[src/rtl/cdce_spi_responder.sv]
`default_nettype none
// ============================================================================
// Module   : cdce_spi_responder
// Purpose  : SPI responder for the CDCE62002-style 32-bit LSB-first register
//            protocol. Oversamples SCLK/CS/MOSI on sysclk, decodes write,
//            read-command and EEPROM-command frames, and holds two 28-bit
//            configuration registers plus a read-only status readback.
// Options  : CDCE_SPI_READBACK_EN - when defined, enables the read command
//            (address 0xE) and MISO readback; when undefined MISO is tied low.
// Revision : 1.0 - initial release
// ============================================================================
module cdce_spi_responder #(
    parameter logic [27:0] REG0_RESET = 28'h0000000,
    parameter logic [27:0] REG1_RESET = 28'h0000000
) (
    input  logic        sysclk,
    input  logic        reset,
    input  logic        spi_clk,
    input  logic        spi_cs_INV,
    input  logic        spi_mosi,
    output logic        spi_miso,
    input  logic [27:0] status,
    output logic [27:0] reg0,
    output logic [27:0] reg1,
    output logic [1:0]  wr_strobe,
    output logic        eeprom_cmd,
    output logic        frame_err
);

    localparam logic [5:0] c_FRAME_BITS  = 6'd32;
    localparam logic [5:0] c_CNT_SAT     = 6'd33;
    localparam logic [3:0] c_ADDR_REG0   = 4'h0;
    localparam logic [3:0] c_ADDR_REG1   = 4'h1;
    localparam logic [3:0] c_ADDR_EEPROM = 4'hF;
    localparam logic [1:0] c_SETTLED     = 2'd2;

    // ------------------------------------------------------------------
    // Synchronisers: equal depth on all three inputs keeps MOSI aligned
    // with SCLK; the extra stage on SCLK and CS is for edge detection.
    // ------------------------------------------------------------------
    logic r_sclk_s1, r_sclk_s2, r_sclk_s3;
    logic r_cs_s1,   r_cs_s2,   r_cs_s3;
    logic r_mosi_s1, r_mosi_s2;

    // Input synchroniser chains (CS stages reset to deasserted)
    always_ff @(posedge sysclk or posedge reset) begin
        if (reset) begin
            r_sclk_s1 <= 1'b0;
            r_sclk_s2 <= 1'b0;
            r_sclk_s3 <= 1'b0;
            r_cs_s1   <= 1'b1;
            r_cs_s2   <= 1'b1;
            r_cs_s3   <= 1'b1;
            r_mosi_s1 <= 1'b0;
            r_mosi_s2 <= 1'b0;
        end else begin
            r_sclk_s1 <= spi_clk;
            r_sclk_s2 <= r_sclk_s1;
            r_sclk_s3 <= r_sclk_s2;
            r_cs_s1   <= spi_cs_INV;
            r_cs_s2   <= r_cs_s1;
            r_cs_s3   <= r_cs_s2;
            r_mosi_s1 <= spi_mosi;
            r_mosi_s2 <= r_mosi_s1;
        end
    end

    logic w_sclk_rise;
    logic w_cs_fall;
    logic w_cs_rise;

    assign w_sclk_rise = r_sclk_s2 & ~r_sclk_s3;
    assign w_cs_fall   = ~r_cs_s2 & r_cs_s3;
    assign w_cs_rise   = r_cs_s2 & ~r_cs_s3;

    // ------------------------------------------------------------------
    // Arming: the reset values of the CS stages would otherwise turn a CS
    // that is already low at reset release into a fake falling edge. A
    // frame may only start once CS has been genuinely seen high.
    // ------------------------------------------------------------------
    logic [1:0] r_settle;
    logic       r_armed;

    // Wait for the synchroniser to hold real input, then for CS high
    always_ff @(posedge sysclk or posedge reset) begin
        if (reset) begin
            r_settle <= 2'd0;
            r_armed  <= 1'b0;
        end else begin
            if (r_settle != c_SETTLED) begin
                r_settle <= r_settle + 2'd1;
            end
            if ((r_settle == c_SETTLED) && r_cs_s2) begin
                r_armed <= 1'b1;
            end
        end
    end

    logic w_frame_start;
    logic w_sclk_rise_act;

    assign w_frame_start   = w_cs_fall & r_armed;

    // ------------------------------------------------------------------
    // Receive path
    // ------------------------------------------------------------------
    logic        r_in_frame;
    logic        r_end_pend;
    logic [5:0]  r_bit_cnt;
    logic [31:0] r_rx;

    // CS high in the synced domain dominates a coincident SCLK edge
    assign w_sclk_rise_act = w_sclk_rise & ~r_cs_s2 & r_in_frame;

    // Frame tracking, LSB-first shift-in and saturating bit counter
    always_ff @(posedge sysclk or posedge reset) begin
        if (reset) begin
            r_in_frame <= 1'b0;
            r_end_pend <= 1'b0;
            r_bit_cnt  <= 6'd0;
            r_rx       <= 32'd0;
        end else begin
            r_end_pend <= 1'b0;
            if (w_frame_start) begin
                r_in_frame <= 1'b1;
                r_bit_cnt  <= 6'd0;
            end else if (w_cs_rise) begin
                r_in_frame <= 1'b0;
                r_end_pend <= r_in_frame;
            end else if (w_sclk_rise_act) begin
                r_rx <= {r_mosi_s2, r_rx[31:1]};
                if (r_bit_cnt != c_CNT_SAT) begin
                    r_bit_cnt <= r_bit_cnt + 6'd1;
                end
            end
        end
    end

    // ------------------------------------------------------------------
    // Frame decode (one cycle after the synced CS rise so that commit
    // lands three sysclk edges after CS is first sampled high)
    // ------------------------------------------------------------------
    logic [3:0]  w_addr;
    logic [27:0] w_data;
    logic        w_len_ok;
    logic        w_commit;
    logic        w_bad_len;
    logic        w_wr0;
    logic        w_wr1;
    logic        w_eep;

    // Split the captured word and classify the frame
    always_comb begin
        w_addr    = r_rx[3:0];
        w_data    = r_rx[31:4];
        w_len_ok  = (r_bit_cnt == c_FRAME_BITS);
        w_commit  = r_end_pend & w_len_ok;
        w_bad_len = r_end_pend & ~w_len_ok;
        w_wr0     = w_commit & (w_addr == c_ADDR_REG0);
        w_wr1     = w_commit & (w_addr == c_ADDR_REG1);
        w_eep     = w_commit & (w_addr == c_ADDR_EEPROM);
    end

    logic [27:0] r_reg0;
    logic [27:0] r_reg1;
    logic [1:0]  r_wr_strobe;
    logic        r_eeprom_cmd;
    logic        r_frame_err;

    // Register file update and single-cycle event pulses
    always_ff @(posedge sysclk or posedge reset) begin
        if (reset) begin
            r_reg0       <= REG0_RESET;
            r_reg1       <= REG1_RESET;
            r_wr_strobe  <= 2'b00;
            r_eeprom_cmd <= 1'b0;
            r_frame_err  <= 1'b0;
        end else begin
            r_wr_strobe  <= {w_wr1, w_wr0};
            r_eeprom_cmd <= w_eep;
            r_frame_err  <= w_bad_len;
            if (w_wr0) begin
                r_reg0 <= w_data;
            end
            if (w_wr1) begin
                r_reg1 <= w_data;
            end
        end
    end

    assign reg0       = r_reg0;
    assign reg1       = r_reg1;
    assign wr_strobe  = r_wr_strobe;
    assign eeprom_cmd = r_eeprom_cmd;
    assign frame_err  = r_frame_err;

`ifdef CDCE_SPI_READBACK_EN
    // ------------------------------------------------------------------
    // Readback path
    // ------------------------------------------------------------------
    localparam logic [3:0] c_ADDR_RDCMD = 4'hE;

    logic        w_sclk_fall_act;
    logic        w_rdcmd;
    logic [27:0] w_rd_value;
    logic [31:0] r_tx;
    logic        r_rd_pending;
    logic [3:0]  r_rd_addr;
    logic        r_miso;

    assign w_sclk_fall_act = ~r_sclk_s2 & r_sclk_s3 & ~r_cs_s2 & r_in_frame;
    assign w_rdcmd         = w_commit & (w_addr == c_ADDR_RDCMD);

    // Select the readback source for the pending read address
    always_comb begin
        w_rd_value = 28'h0000000;
        case (r_rd_addr)
            4'd0:    w_rd_value = r_reg0;
            4'd1:    w_rd_value = r_reg1;
            4'd2:    w_rd_value = status;
            default: w_rd_value = 28'h0000000;
        endcase
    end

    // Read-command latch and transmit shifter (loaded at frame start)
    always_ff @(posedge sysclk or posedge reset) begin
        if (reset) begin
            r_tx         <= 32'd0;
            r_rd_pending <= 1'b0;
            r_rd_addr    <= 4'd0;
        end else begin
            if (w_frame_start) begin
                r_tx         <= r_rd_pending ? {w_rd_value, r_rd_addr} : 32'd0;
                r_rd_pending <= 1'b0;
            end else begin
                if (w_sclk_fall_act) begin
                    r_tx <= {1'b0, r_tx[31:1]};
                end
                if (w_rdcmd) begin
                    r_rd_pending <= 1'b1;
                    r_rd_addr    <= w_data[3:0];
                end
            end
        end
    end

    // MISO output register, forced low outside an active frame
    always_ff @(posedge sysclk or posedge reset) begin
        if (reset) begin
            r_miso <= 1'b0;
        end else begin
            r_miso <= r_tx[0] & ~r_cs_s2 & r_in_frame;
        end
    end

    assign spi_miso = r_miso;
`else
    // Readback removed: address 0xE falls through as an ignored address
    logic w_unused_status;
    assign w_unused_status = ^status;
    assign spi_miso        = 1'b0;
`endif

endmodule
`default_nettype wire

[config.mk]
export PLATFORM = sky130hd
export DESIGN_NAME = cdce_spi_responder
export DESIGN_NICKNAME = d
export VERILOG_FILES = /design/src/rtl/cdce_spi_responder.sv
export SDC_FILE = /design/constraint.sdc
export NUM_CORES = 1
export LEC_CHECK = 0
export CORE_AREA = 5 5 98 100
export CTS_CLUSTER_DIAMETER = 80
export DETAILED_ROUTE_END_ITERATION = 10
export DIE_AREA = 0 0 103 105
export PLACE_DENSITY_LB_ADDON = 0.1
export SLEW_MARGIN = 20
export SYNTH_ARGS = -nofsm -noshare
export SYNTH_HDL_FRONTEND = slang
export SYNTH_SLANG_ARGS = --single-unit
[constraint.sdc]
create_clock -name sysclk -period 6.5 [get_ports sysclk]
set_input_delay 1.625 -clock sysclk [delete_from_list [all_inputs] [get_ports sysclk]]
set_output_delay 1.625 -clock sysclk [all_outputs]
set_load 0.01 [all_outputs]
==> results of run 1 <==
## state kept, by name (all words and copies together), names as in the netlist
| name | count |
|---|---|
| r_sclk_s1 | 1 |
| r_settle | 2 |
| r_end_pend | 1 |
| r_sclk_s3 | 1 |
| r_mosi_s1 | 1 |
| r_bit_cnt | 6 |
| r_rx | 32 |
| reg0 | 28 |
| r_cs_s1 | 1 |
| reg1 | 28 |
| r_cs_s3 | 1 |
| r_cs_s2 | 1 |
| r_sclk_s2 | 1 |
| eeprom_cmd | 1 |
| wr_strobe | 2 |
| r_mosi_s2 | 1 |
| frame_err | 1 |
| r_in_frame | 1 |
| r_armed | 1 |
## kinds of logic (layout without fill, tap and decap cells)
logic type                 after synthesis  after routing  synth area share
and+or+nand+nor                         27             27            0.0370
other                                    1              1          0.000881
xor gates and xnor gates                 5              5            0.0103
AOI/OAI and AO/OA                       11             11            0.0185
adders and majority gates                4              4            0.0118
muxes                                   89             89             0.243
DFF                                    111            111             0.654
buffers and inverters                   15             87            0.0244
## how the worst max path moves through the flow
stage / start / endpoint / slack, ns / cells past startpoint
3_5_place_dp: reset / wr_strobe[0] / 3.12 / 3
3_3_place_gp: reset / reg1[2] / 3.14 / 3
6_report: reg1[2] / reg1[2] / 3.59 / 1
5_1_grt: reset / reg0[15] / 3.34 / 3
2_1_floorplan: reset / eeprom_cmd / 1.95 / 1
4_1_cts: reset / reg0[0] / 3.51 / 3
## metrics by stage
stage                     std cells  instance area [um2]  utilization
after floorplan                 263                 4260            -
final                           443                 5170        0.602
after global placement          427                 4970        0.578
after global routing            443                 5170        0.602
after CTS                       443                 5170        0.602
after detailed placement        427                 4970        0.578
## layout make-up
| class | instances | area (um2) | area share |
|---|---|---|---|
| timing repair buffer | 66 | 656 | 0.127 |
| clock buffer | 9 | 124 | 0.0239 |
| clock inverter | 7 | 77.6 | 0.0150 |
| tap | 108 | 135 | 0.0261 |
| sequential | 111 | 2780 | 0.538 |
| inverter | 5 | 21.3 | 0.00411 |
| multi-input combinational | 137 | 1380 | 0.266 |
## cells in the final DEF (no fill, tap or decap), types with 2 or more instances in the layout
cell type and n:
dfrtp_1 108, mux2_2 80, clkdlybuf4s50_1 64, mux2_4 9, clkbuf_8 9, nand2_1 6
nor2_1 5, inv_1 4, ha_1 4, nand3_1 3, xnor2_1 3, a22o_1 3
inv_6 3, dfstp_2 3, o211ai_1 2, xor2_1 2, and3_1 2, o21ai_0 2
buf_4 2
## power by group through the flow
stage          clock network [mW]  registers, mW  logic (mW)
2_1_floorplan                   0          0.721      0.0244
3_3_place_gp                    0          0.723      0.0333
3_5_place_dp                    0          0.723      0.0340
4_1_cts                     0.431          0.710      0.0342
5_1_grt                     0.456          0.712      0.0381
6_report                    0.410          0.710      0.0325
## cell usage after synthesis
cell and number:
a21boi_0 1, a21o_1 1, a21oi_1 1, a22o_1 3
and3_1 2, and3_4 1, and3b_1 1, and4bb_2 1
buf_12 1, buf_2 4, buf_4 4, buf_8 1
conb_1 1, dfrtp_1 108, dfstp_2 3, ha_1 4
inv_1 5, mux2_2 80, mux2_4 9, nand2_1 6
nand2b_1 1, nand3_1 3, nand3b_1 1, nand4_1 1
nor2_1 6, nor2b_1 1, nor3_1 1, nor3b_2 1
o211ai_1 2, o21a_1 1, o21ai_0 2, or3b_2 1
xnor2_1 3, xor2_1 2
## routing by layer
metal  GRT usage  wire length (um)
met1       0.191              3110
met2       0.210              3220
met3      0.0540               428
met4      0.0278                64
met5           0                 0
==> out/results.txt, run 1 <==
status = complete, no violations
Crit-path slowest cell = clkdlybuf4s50_1
first-pass GRT wire length = 11.9 mm
Buf/Inv on CP = 1
GPL Wtd Cong = 0.752
H-tree depth = 3
Final Hold Vio Count = 0
Worst Setup Start Kind = register
FF-to-FF path depth = 6
CTS tree = built
maxcap violations = 0
worst-margin pin slew = 0.897 ns
I/O pins = 94
Pint = 896 uW
sequential area share after synthesis = 0.654
register share of total power = 0.616
Mapped Cells = 263
logic gate share of total power = 0.028
n_diodes = 0
antenna viol nets, final = 0
largest net degree at the start of global routing = 70
crit path max fanout = 2
DR pass1 iterations = 4
Crit path largest cell delay = 0.54 ns
Final WS setup = 3.59 ns
Worst-path clk slew = 0.11 ns
DR vias = 2256
Leakage = 2.48 nW
fillers = 688
Initial Utilization = 0.495
Clock Sinks = 111
mapped cell area = 0.00426 mm2
drc violations = 0
vias in the first global route = 2404
WP data arrival = 1.28 ns
RR Endpoint = reg0[13]
synth top area cells = dfrtp_1 64%, mux2_2 21%, mux2_4 3.2%, dfstp_2 1.9%, ha_1 1.2%
drt first-iter violations = 52
Final HPWL DP = 4.38 mm
Crit. End Element = primary output
Via density = 5.09
Tot Pwr = 1.15 mW
Synth area leader = dfrtp_1
Rel. slew slack = 0.401
initial antenna violation count = 0
hold buffers post-CTS = 0
worst vdd ir = 0.000118 V
hold endpoint = r_sclk_s2
die area = 0.0108 mm2
fmax = 344 MHz
fin nets = 367
Final Skew = 0.0124 ns
HP Class = register to register
Pwr Density = 223 mW/mm2
post-CTS setup buffer count = 0
R2R setup slack = 4.23 ns
RR Startpoint = r_bit_cnt[0]
Mapped Nets = 300
hold path cells = 0
Synth Warn # = 0
Max Buffers Root-to-Sink = 2
Root Buffer = clkbuf_8
total grt overflow = 0
CP cell instances = clkdlybuf4s50_1
CTS Buf Count = 9
Top Family by Delay on Critical Path = buffers and inverters
Avg Cell Area, Syn = 16.2 um2
Die Y = 105 um
die width = 103 um
Switching Power = 257 uW
Clock Power Share = 0.356
Crit Path Category = register to primary output
Post-Place Setup Slack = 3.12 ns
Tot GR Track Use = 0.139
Final setup viols = 0
area grow syn2layout = 21.6%
hold wc startpoint = r_sclk_s1
Critical Path RT = 4.88 ns
Synth top area share = 0.635
layout cells sized above 1 = 0.346
Synth cell types = 34
row cnt = 34
Port Buffers = 64
max-slew violations = 0
Routed Wire Length = 6.82 mm
hold_ws = 0.356 ns
RSZ-0062 raised after global routing = false
TNS Setup = 0 ns
Period minus WS final = 2.91 ns
sw frac = 0.223
period utilisation layout = 0.448
clock latency on the worst-skew pair = 0.36 ns
cells resized by post-CTS repair = 0
#FFs+latches synth = 111
core region area = 0.00859 mm2
wire length per cell = 15.4 um
Power figures use the tool's default switching activity.
==> run 2, diff against run 1 <==
CORE_AREA = 5 5 104 106   (was 5 5 98 100)
DIE_AREA = 0 0 109 111   (was 0 0 103 105)
clock period = 2.3 ns   (was 6.5 ns; I/O delays follow)
==> run 2 against run 1 <==
Compared with the run above:
- die area grew 12%
- largest cell class unchanged
- largest power group unchanged
- core utilization shrank 5.7 points
- flip-flop and latch count is the same
- clock skew grew 0.0049 ns
- critical path depth grew 6
- clock power grew to 2.7 times the previous value
- non-clock buffer count grew 5
- setup slack lost 3.3 ns
- register-to-register slack lost 4.0 ns
- clock-buffer cell count is the same
==> out/results.txt, run 2 (same netlist as run 1, synthesis figures left out) <==
total grt overflow = 0 (unchanged)
max FFs per register = 32 (unchanged)
non-filler cells, final = 473 (+6.8%)
Crit-path slowest cell = dfrtp_1
Crit path largest cell delay = 0.45 ns (-0.09 ns)
Crit. End Element = register
Switching Power = 763 uW (+200%)
most frequent cells in the layout = 108 x dfrtp_1, 80 x mux2_2, 64 x clkdlybuf4s50_1, 9 x mux2_4, 9 x clkbuf_8
Finished Core Util = 0.545 (-0.0571)
RSZ-0062 raised after global routing = false
vias in the first global route = 2502 (+4.1%)
HP Class = register to register
dpl cell area = 0.00509 mm2 (+2.4%)
DR vias = 2280 (+1.1%)
clock latency on the worst-skew pair = 0.37 ns (about the same)
CP cell instances = inv_1 -> ha_1 -> nor2b_1 -> and3_1 -> and3_4 -> buf_12 -> mux2_2
antenna viol nets, final = 0 (unchanged)
die width = 109 um (+5.8%)
TNS Setup = 0 ns (unchanged)
GPL Wtd Cong = 0.775 (+3.0%)
maxcap violations = 0 (unchanged)
area grow syn2layout = 24.0%
worst vdd ir = 0.000303 V (+160%)
n_diodes = 0 (unchanged)
Max Buffers Root-to-Sink = 2 (unchanged)
Final WS setup = 0.257 ns (-3.33 ns)
Critical Path RT = 2.55 ns (-2.33 ns)
row cnt = 36 (+5.9%)
initial antenna violation count = 0 (unchanged)
drt first-iter violations = 35 (-33%)
Routed Wire Length = 7.07 mm (+3.6%)
I/O pins = 94 (unchanged)
Tot GR Track Use = 0.129 (-0.00920)
Leakage = 2.51 nW (+1.2%)
sw frac = 0.238 (+0.0153)
Final Skew = 0.0173 ns (+0.00487 ns)
period utilisation layout = 0.888
status = complete, no violations
drc violations = 0 (unchanged)
commonest non-fill, non-tap cell in the layout = dfrtp_1
Tot Pwr = 3.20 mW (+180%)
R2R setup slack = 0.26 ns (-3.97 ns)
hold buffers post-CTS = 0 (unchanged)
DR pass1 iterations = 4 (unchanged)
die area = 0.0121 mm2 (+12%)
Port Buffers = 64 (unchanged)
critical path capture point = reg1[15]
core region area = 0.00968 mm2 (+13%)
Initial Utilization = 0.439 (-0.0558)
register share of total power = 0.627 (+0.011)
crit path max fanout = 27 (+25)
Worst-path clk slew = 0.10 ns (about the same)
Final Cell Area = 0.00528 mm2 (+2.0%)
Period minus WS final = 2.04 ns
CTS Buf Count = 9 (unchanged)
Post-Place Setup Slack = 0.279 ns (-2.84 ns)
RR Endpoint = reg1[15]
Pint = 2.44 mW (+170%)
layout cells sized above 1 = 0.356 (+0.00961)
FF-to-FF path depth = 7 (+1)
CP Launch Point = r_bit_cnt[1]
Die Y = 111 um (+5.7%)
wire length per cell = 14.9 um (-3.0%)
Crit Path Category = register to register
post-CTS setup buffer count = 0 (unchanged)
largest net degree at the start of global routing = 60 (-14%)
Pwr Density = 607 mW/mm2 (+170%)
max-slew violations = 0 (unchanged)
H-tree depth = 3 (unchanged)
Final setup viols = 0 (unchanged)
fmax = 489 MHz
Cells after DPL = 457 (+7.0%)
CTS tree = built
WP data arrival = 2.29 ns (+1.01 ns)
RR Startpoint = r_bit_cnt[1]
hold wc startpoint = r_mosi_s1
cells resized by post-CTS repair = 0 (unchanged)
hold_ws = 0.359 ns (+0.00331 ns)
Worst Setup Start Kind = register
Top reg by flops = r_rx
logic gate share of total power = 0.031 (+0.003)
Final HPWL DP = 4.66 mm (+6.4%)
Root Buffer = clkbuf_8
Via density = 4.82 (-5.3%)
Final Hold Vio Count = 0 (unchanged)
fin nets = 372 (+1.4%)
first-pass GRT wire length = 12.4 mm (+4.2%)
Clock Sinks = 111 (unchanged)
Clock Power Share = 0.342 (-0.014)
[run 2: changes by cell type in the layout (fill, tap and decap cells not counted)]
| cell | delta |
|---|---|
| bufinv_16 | -1 |
| buf_4 | +1 |
| buf_12 | +4 |
| inv_4 | -1 |
| inv_6 | -1 |
| inv_8 | +2 |
| clkinvlp_4 | +1 |
[run 2: worst min path at each step]
stage | cells after the start | end
detailed placement | 0 | r_sclk_s2
floorplan | 0 | r_mosi_s2
global route | 0 | r_cs_s2
global placement | 0 | r_sclk_s2
CTS | 0 | r_cs_s2
finish | 0 | r_mosi_s2
[run 2: per-layer routing]
layer	global-route usage	vias to the layer above	part of all wire
met5	0	-	0
met4	0.0556	0	0.015
met3	0.0344	10	0.056
met2	0.190	51	0.44
met1	0.181	1149	0.48
li1	-	1070	-
[run 2: area by class of cell]
type                    instances  area (um2)
flip-flops and latches        111        2780
fillers                       839        4410
inverters                       5        22.5
multi-input cells             137        1380
repair buffers                 71         743
clock inverters                 7        61.3
well taps                     133         166
clock buffers                   9         124
[run 2: worst max-delay path, delay by kind of cell, from the launching register on]
family                   cells  cell delay, ns
adder cells (fa/ha/maj)      1            0.15
AND/OR/NAND/NOR              3            0.64
flip-flops                   1            0.45
buffers and inverters        2            0.31
multiplexers                 1            0.36
[run 2: power groups by stage]
stage               clock, mW  sequential, mW  combinational [mW]
floorplan                   0            2.04              0.0693
global placement            0            2.04               0.104
detailed placement          0            2.05               0.105
CTS                      1.14            2.01               0.105
global route             1.21            2.01               0.116
finish                   1.10            2.01               0.100
==> run 3, diff against run 2 <==
SLEW_MARGIN = 0   (was 20)
==> results of run 3 <==
The final DEF is identical to that of run 2; final timing and power are the same.
